===== src/rtl/data_stack.sv =====
// ============================================================================
//  Module   : data_stack
//  Purpose  : Registered T/N pair with a spill memory beneath N, depth counter
//             and sticky overflow/underflow flags for the 16-bit Forth datapath.
//  Revision : 1.0  initial release
// ============================================================================
`default_nettype none

module data_stack #(
    parameter int WIDTH = 16,
    parameter int DEPTH = 16
) (
    input  logic                     clk,
    input  logic                     rst_n,
    input  logic [WIDTH-1:0]         result,
    input  logic                     t_we,
    input  logic [1:0]               d_op,
    input  logic                     clr,
    output logic [WIDTH-1:0]         tos,
    output logic [WIDTH-1:0]         nos,
    output logic [$clog2(DEPTH):0]   depth,
    output logic                     empty,
    output logic                     full,
    output logic                     ovf,
    output logic                     unf
);

    localparam int AW  = $clog2(DEPTH);
    localparam int SPW = AW + 1;

    localparam logic [1:0] C_OP_PUSH  = 2'b01;
    localparam logic [1:0] C_OP_POP   = 2'b10;
    localparam logic [1:0] C_OP_NLOAD = 2'b11;

    localparam logic [SPW-1:0] C_SP_FULL = SPW'(DEPTH);

    logic [WIDTH-1:0] r_mem [DEPTH];
    logic [WIDTH-1:0] r_tos;
    logic [WIDTH-1:0] r_nos;
    logic [SPW-1:0]   r_sp;
    logic             r_ovf;
    logic             r_unf;

    logic [WIDTH-1:0] w_nos_next;
    logic [SPW-1:0]   w_sp_next;
    logic             w_ovf_set;
    logic             w_unf_set;
    logic             w_mem_we;
    logic             w_empty;
    logic             w_full;
    logic [AW-1:0]    w_wr_idx;
    logic [AW-1:0]    w_rd_idx;

    assign w_empty  = (r_sp == '0);
    assign w_full   = (r_sp == C_SP_FULL);
    assign w_wr_idx = r_sp[AW-1:0];
    // Only consulted when sp is non-zero, so the modulo wrap at sp=DEPTH is harmless.
    assign w_rd_idx = r_sp[AW-1:0] - AW'(1);

    always_comb begin
        w_nos_next = r_nos;
        w_sp_next  = r_sp;
        w_ovf_set  = 1'b0;
        w_unf_set  = 1'b0;
        w_mem_we   = 1'b0;
        case (d_op)
            C_OP_PUSH: begin
                w_nos_next = r_tos;
                if (w_full) begin
                    w_ovf_set = 1'b1;
                end else begin
                    w_mem_we  = 1'b1;
                    w_sp_next = r_sp + SPW'(1);
                end
            end
            C_OP_POP: begin
                if (w_empty) begin
                    w_nos_next = '0;
                    w_unf_set  = 1'b1;
                end else begin
                    w_nos_next = r_mem[w_rd_idx];
                    w_sp_next  = r_sp - SPW'(1);
                end
            end
            C_OP_NLOAD: begin
                w_nos_next = r_tos;
            end
            default: ;
        endcase
        // Clear wins over any depth change, flag set or spill write this cycle.
        if (clr) begin
            w_sp_next = '0;
            w_ovf_set = 1'b0;
            w_unf_set = 1'b0;
            w_mem_we  = 1'b0;
        end
    end

    always_ff @(posedge clk or negedge rst_n) begin
        if (!rst_n) begin
            r_tos <= '0;
            r_nos <= '0;
            r_sp  <= '0;
            r_ovf <= 1'b0;
            r_unf <= 1'b0;
        end else begin
            if (t_we) begin
                r_tos <= result;
            end
            r_nos <= w_nos_next;
            r_sp  <= w_sp_next;
            r_ovf <= clr ? 1'b0 : (r_ovf | w_ovf_set);
            r_unf <= clr ? 1'b0 : (r_unf | w_unf_set);
        end
    end

    // Spill memory carries no reset; entries at or above sp are unreachable.
    always_ff @(posedge clk) begin
        if (w_mem_we) begin
            r_mem[w_wr_idx] <= r_nos;
        end
    end

    assign tos   = r_tos;
    assign nos   = r_nos;
    assign depth = r_sp;
    assign empty = w_empty;
    assign full  = w_full;
    assign ovf   = r_ovf;
    assign unf   = r_unf;

endmodule

`default_nettype wire


===== config.mk =====
export PLATFORM = sky130hd
export DESIGN_NAME = data_stack
export DESIGN_NICKNAME = d
export VERILOG_FILES = /design/src/rtl/data_stack.sv
export SDC_FILE = /design/constraint.sdc
export NUM_CORES = 1
export LEC_CHECK = 0
export ABC_AREA = 1
export CAP_MARGIN = 20
export CORE_ASPECT_RATIO = 1.5
export CORE_MARGIN = 5
export CORE_UTILIZATION = 25
export CTS_CLUSTER_SIZE = 8
export DETAILED_ROUTE_END_ITERATION = 8
export HOLD_SLACK_MARGIN = 0.05
export PLACE_DENSITY = 0.43
export SLEW_MARGIN = 20
export SYNTH_ARGS = -nofsm -noshare
export SYNTH_HDL_FRONTEND = slang
export SYNTH_SLANG_ARGS = --single-unit

===== constraint.sdc =====
create_clock -name clk -period 3.8 [get_ports clk]
set_clock_uncertainty 0.2 [all_clocks]
set_input_delay 0.95 -clock clk [delete_from_list [all_inputs] [get_ports clk]]
set_output_delay 0.95 -clock clk [all_outputs]
set_load 0.1 [all_outputs]

==> reports/summary.txt <==
GRT Residual Overflow = 0
Setup crit end kind = primary output
actual slew at the worst max-slew pin = 0.915 ns
clock period minus worst slack = 3.26 ns
largest net degree at the start of global routing = 82
Placed Instances = 1,676
Clock Latency Late Sink = 0.54 ns
Synth Area in Compound Gates = 1.39%
largest family of logic cells by synthesized area = simple AND/OR/NAND/NOR gates
drt pass-1 iters = 4
mux cell area share after synthesis = 1.49%
Syn Inst Count = 1,017
# rows = 98
Worst EP required = 2.65 ns
Synth top cells by count = nand2_1, edfxtp_1, nand3_1
DRC errors left = 0
Die ar. = 52,900 sq um
synthesized area = 12,100 sq um
Post-Synth Simple-Gate Area = 21.2%
register area = 8670 sq um
Post-Synth XOR/XNOR Area = 0.415%
Filler Cell Count = 4,790
Core ar. = 47,700 sq um
Mean Syn Cell Area = 11.9 sq um
WP data arrival = 2.11 ns
Final setup viols = 0
fmax = 0.307 GHz
vias in the first global route = 8,262
count leader, synth = nand2_1
I/O Pins = 63
IO buf count = 62
status = complete, no violations
cell taking the most area after synthesis = edfxtp_1
post_cts resized = 0
share of cells above drive strength 1 = 16.9%
P_leak = 5.53 nW
peak supply drop = 0.331 mV
post-DP HPWL = 23,000 um
final cell count without fillers = 1,745
top post-synthesis cells by area = edfxtp_1, nand3_1, nand2_1, dfrtp_1, buf_2
power per standard cell area = 642 nW/um^2
initial antenna violation count = 0
root buf cell = clkbuf_16
drt via density = 4.53
Ys Warns = 0
Starting Density = 25.3%
Synth Net Count = 1,045
Post-CTS Setup Inserts = 0
Die Span Y = 279 um
Max clock buf depth = 3
crit-path max FO = 8
CTS Buf Count = 42
Synth top area share = 63.7%
first-pass GRT wire length = 52,500 um
max-cap violations = 0
Area Overhead vs Synth = 22.4%
headroom to the max-slew limit = 39.0%
Iter 0 DRT Violations = 403
top_reg_cell synth = edfxtp_1
CP Class = flop to primary output
adder-cell share of the synthesized area = 0.622%
Synth async-reset ratio = 13.2%
post-route ant nets = 0
HP Class = input port to async pin
drt total wl = 34,900 um
final hold violation count = 0
CTS tree = built
setup tns final = 0 ns
Final Max Tran Viols = 0
Final #Nets = 1,148
Reg clk slew, reported paths = 0.06 ns
Netlist cell types = 28
vias = 7,905
Routed wire per std cell = 20.0 um
area of the multi-input gates = 3090 sq um
sequential share of the synthesized area = 71.8%
setup repair after global routing missed its margin = false
Diodes inserted = 0
crit path launch type = flop
Total Routing Usage GR = 13.0%
CTS sink count = 295
#FFs+latches synth = 295
Post-synth EDFFs = 256
Routability Congestion = 0.805
H-tree Lvls = 2
die width = 189 um
Final Cycle Share = 85.8%
Hold Buf Count CTS = 0
==> stage by stage <==
step	setup WS, ns	utilization [%]	power (mW)	hold slack (ns)	area [sq um]
floorplan	0.117	-	5.29	0.454	12100
global placement	0.464	28.5	6.14	0.302	13600
detailed placement	0.442	28.5	6.14	0.303	13600
CTS	0.507	31.0	9.61	0.206	14800
global route	0.407	31.0	9.88	0.236	14800
finish	0.539	31.0	9.48	0.208	14800
==> worst paths after layout <==
kind,startpoint,end,slack (ns),depth (start not counted)
setup / recovery,depth[2]$_DFFE_PN0P_,full,0.54,6
hold / removal,rst_n,tos[4]$_DFFE_PN0P_,0.21,1
setup reg to reg,depth[1]$_DFFE_PN0P_,nos[8]$_DFFE_PN0P_,0.94,8
hold reg to reg,ovf$_DFF_PN0_,ovf$_DFF_PN0_,0.32,2
max in group asynchronous,rst_n,nos[14]$_DFFE_PN0P_,2.59,2
min in group clk,ovf$_DFF_PN0_,ovf$_DFF_PN0_,0.32,2
==> report_power, final <==
| group | total, mW | leakage (nW) | switching (mW) | internal, mW |
|---|---|---|---|---|
| combinational | 2.19 | 2.15 | 1.67 | 0.522 |
| sequential | 3.85 | 2.80 | 0.0995 | 3.75 |
| clock | 3.44 | 0.573 | 1.35 | 2.08 |
==> final cells by class <==
type | instances | share of cell area [%]
Sequential cell | 295 | 58.7
Multi-Input combinational cell | 637 | 20.9
Clock buffer | 67 | 7.89
Timing Repair Buffer | 115 | 6.50
Tap cell | 600 | 5.08
Inverter | 29 | 0.754
Clock inverter | 2 | 0.195
==> cells in the final DEF (no fill, tap or decap), drive strengths merged <==
cell type / n
a21oi: 4
a22oi: 16
buf: 95
clkbuf: 67
clkdlybuf4s50: 20
dfrtp: 39
edfxtp: 256
ha: 6
inv: 31
mux2: 16
nand2: 319
nand3: 245
nand4: 1
nor2: 22
o21ai: 4
xnor2: 2
xor2: 2
==> worst max-delay path: stages, from the launching register on <==
cell,delay [ns]
dfrtp_1,0.73
inv_2,0.20
nand2_2,0.23
nor2_4,0.05
nand2_2,0.09
inv_1,0.09
buf_12,0.17
==> sequential cells by signal, summed over array words and instances, names as in the netlist <==
name   count
unf        1
depth      5
r_mem    256
ovf        1
tos       16
nos       16
==> kinds of logic (layout without fill, tap and decap cells) <==
group / count (synthesis) / count (layout)
and+or+nand+nor: 587 / 587
DFF: 295 / 295
buffers and inverters: 85 / 213
AOI/OAI and AO/OA: 24 / 24
muxes: 16 / 16
adders and majority gates: 6 / 6
xor gates and xnor gates: 4 / 4
==> routing by layer <==
| metal | global-route usage, % | wire [um] |
|---|---|---|
| met5 | 0 | 0 |
| met4 | 5.59 | 1330 |
| met3 | 1.53 | 986 |
| met2 | 23.8 | 18300 |
| met1 | 15.4 | 14300 |
Power figures use the tool's default switching activity.
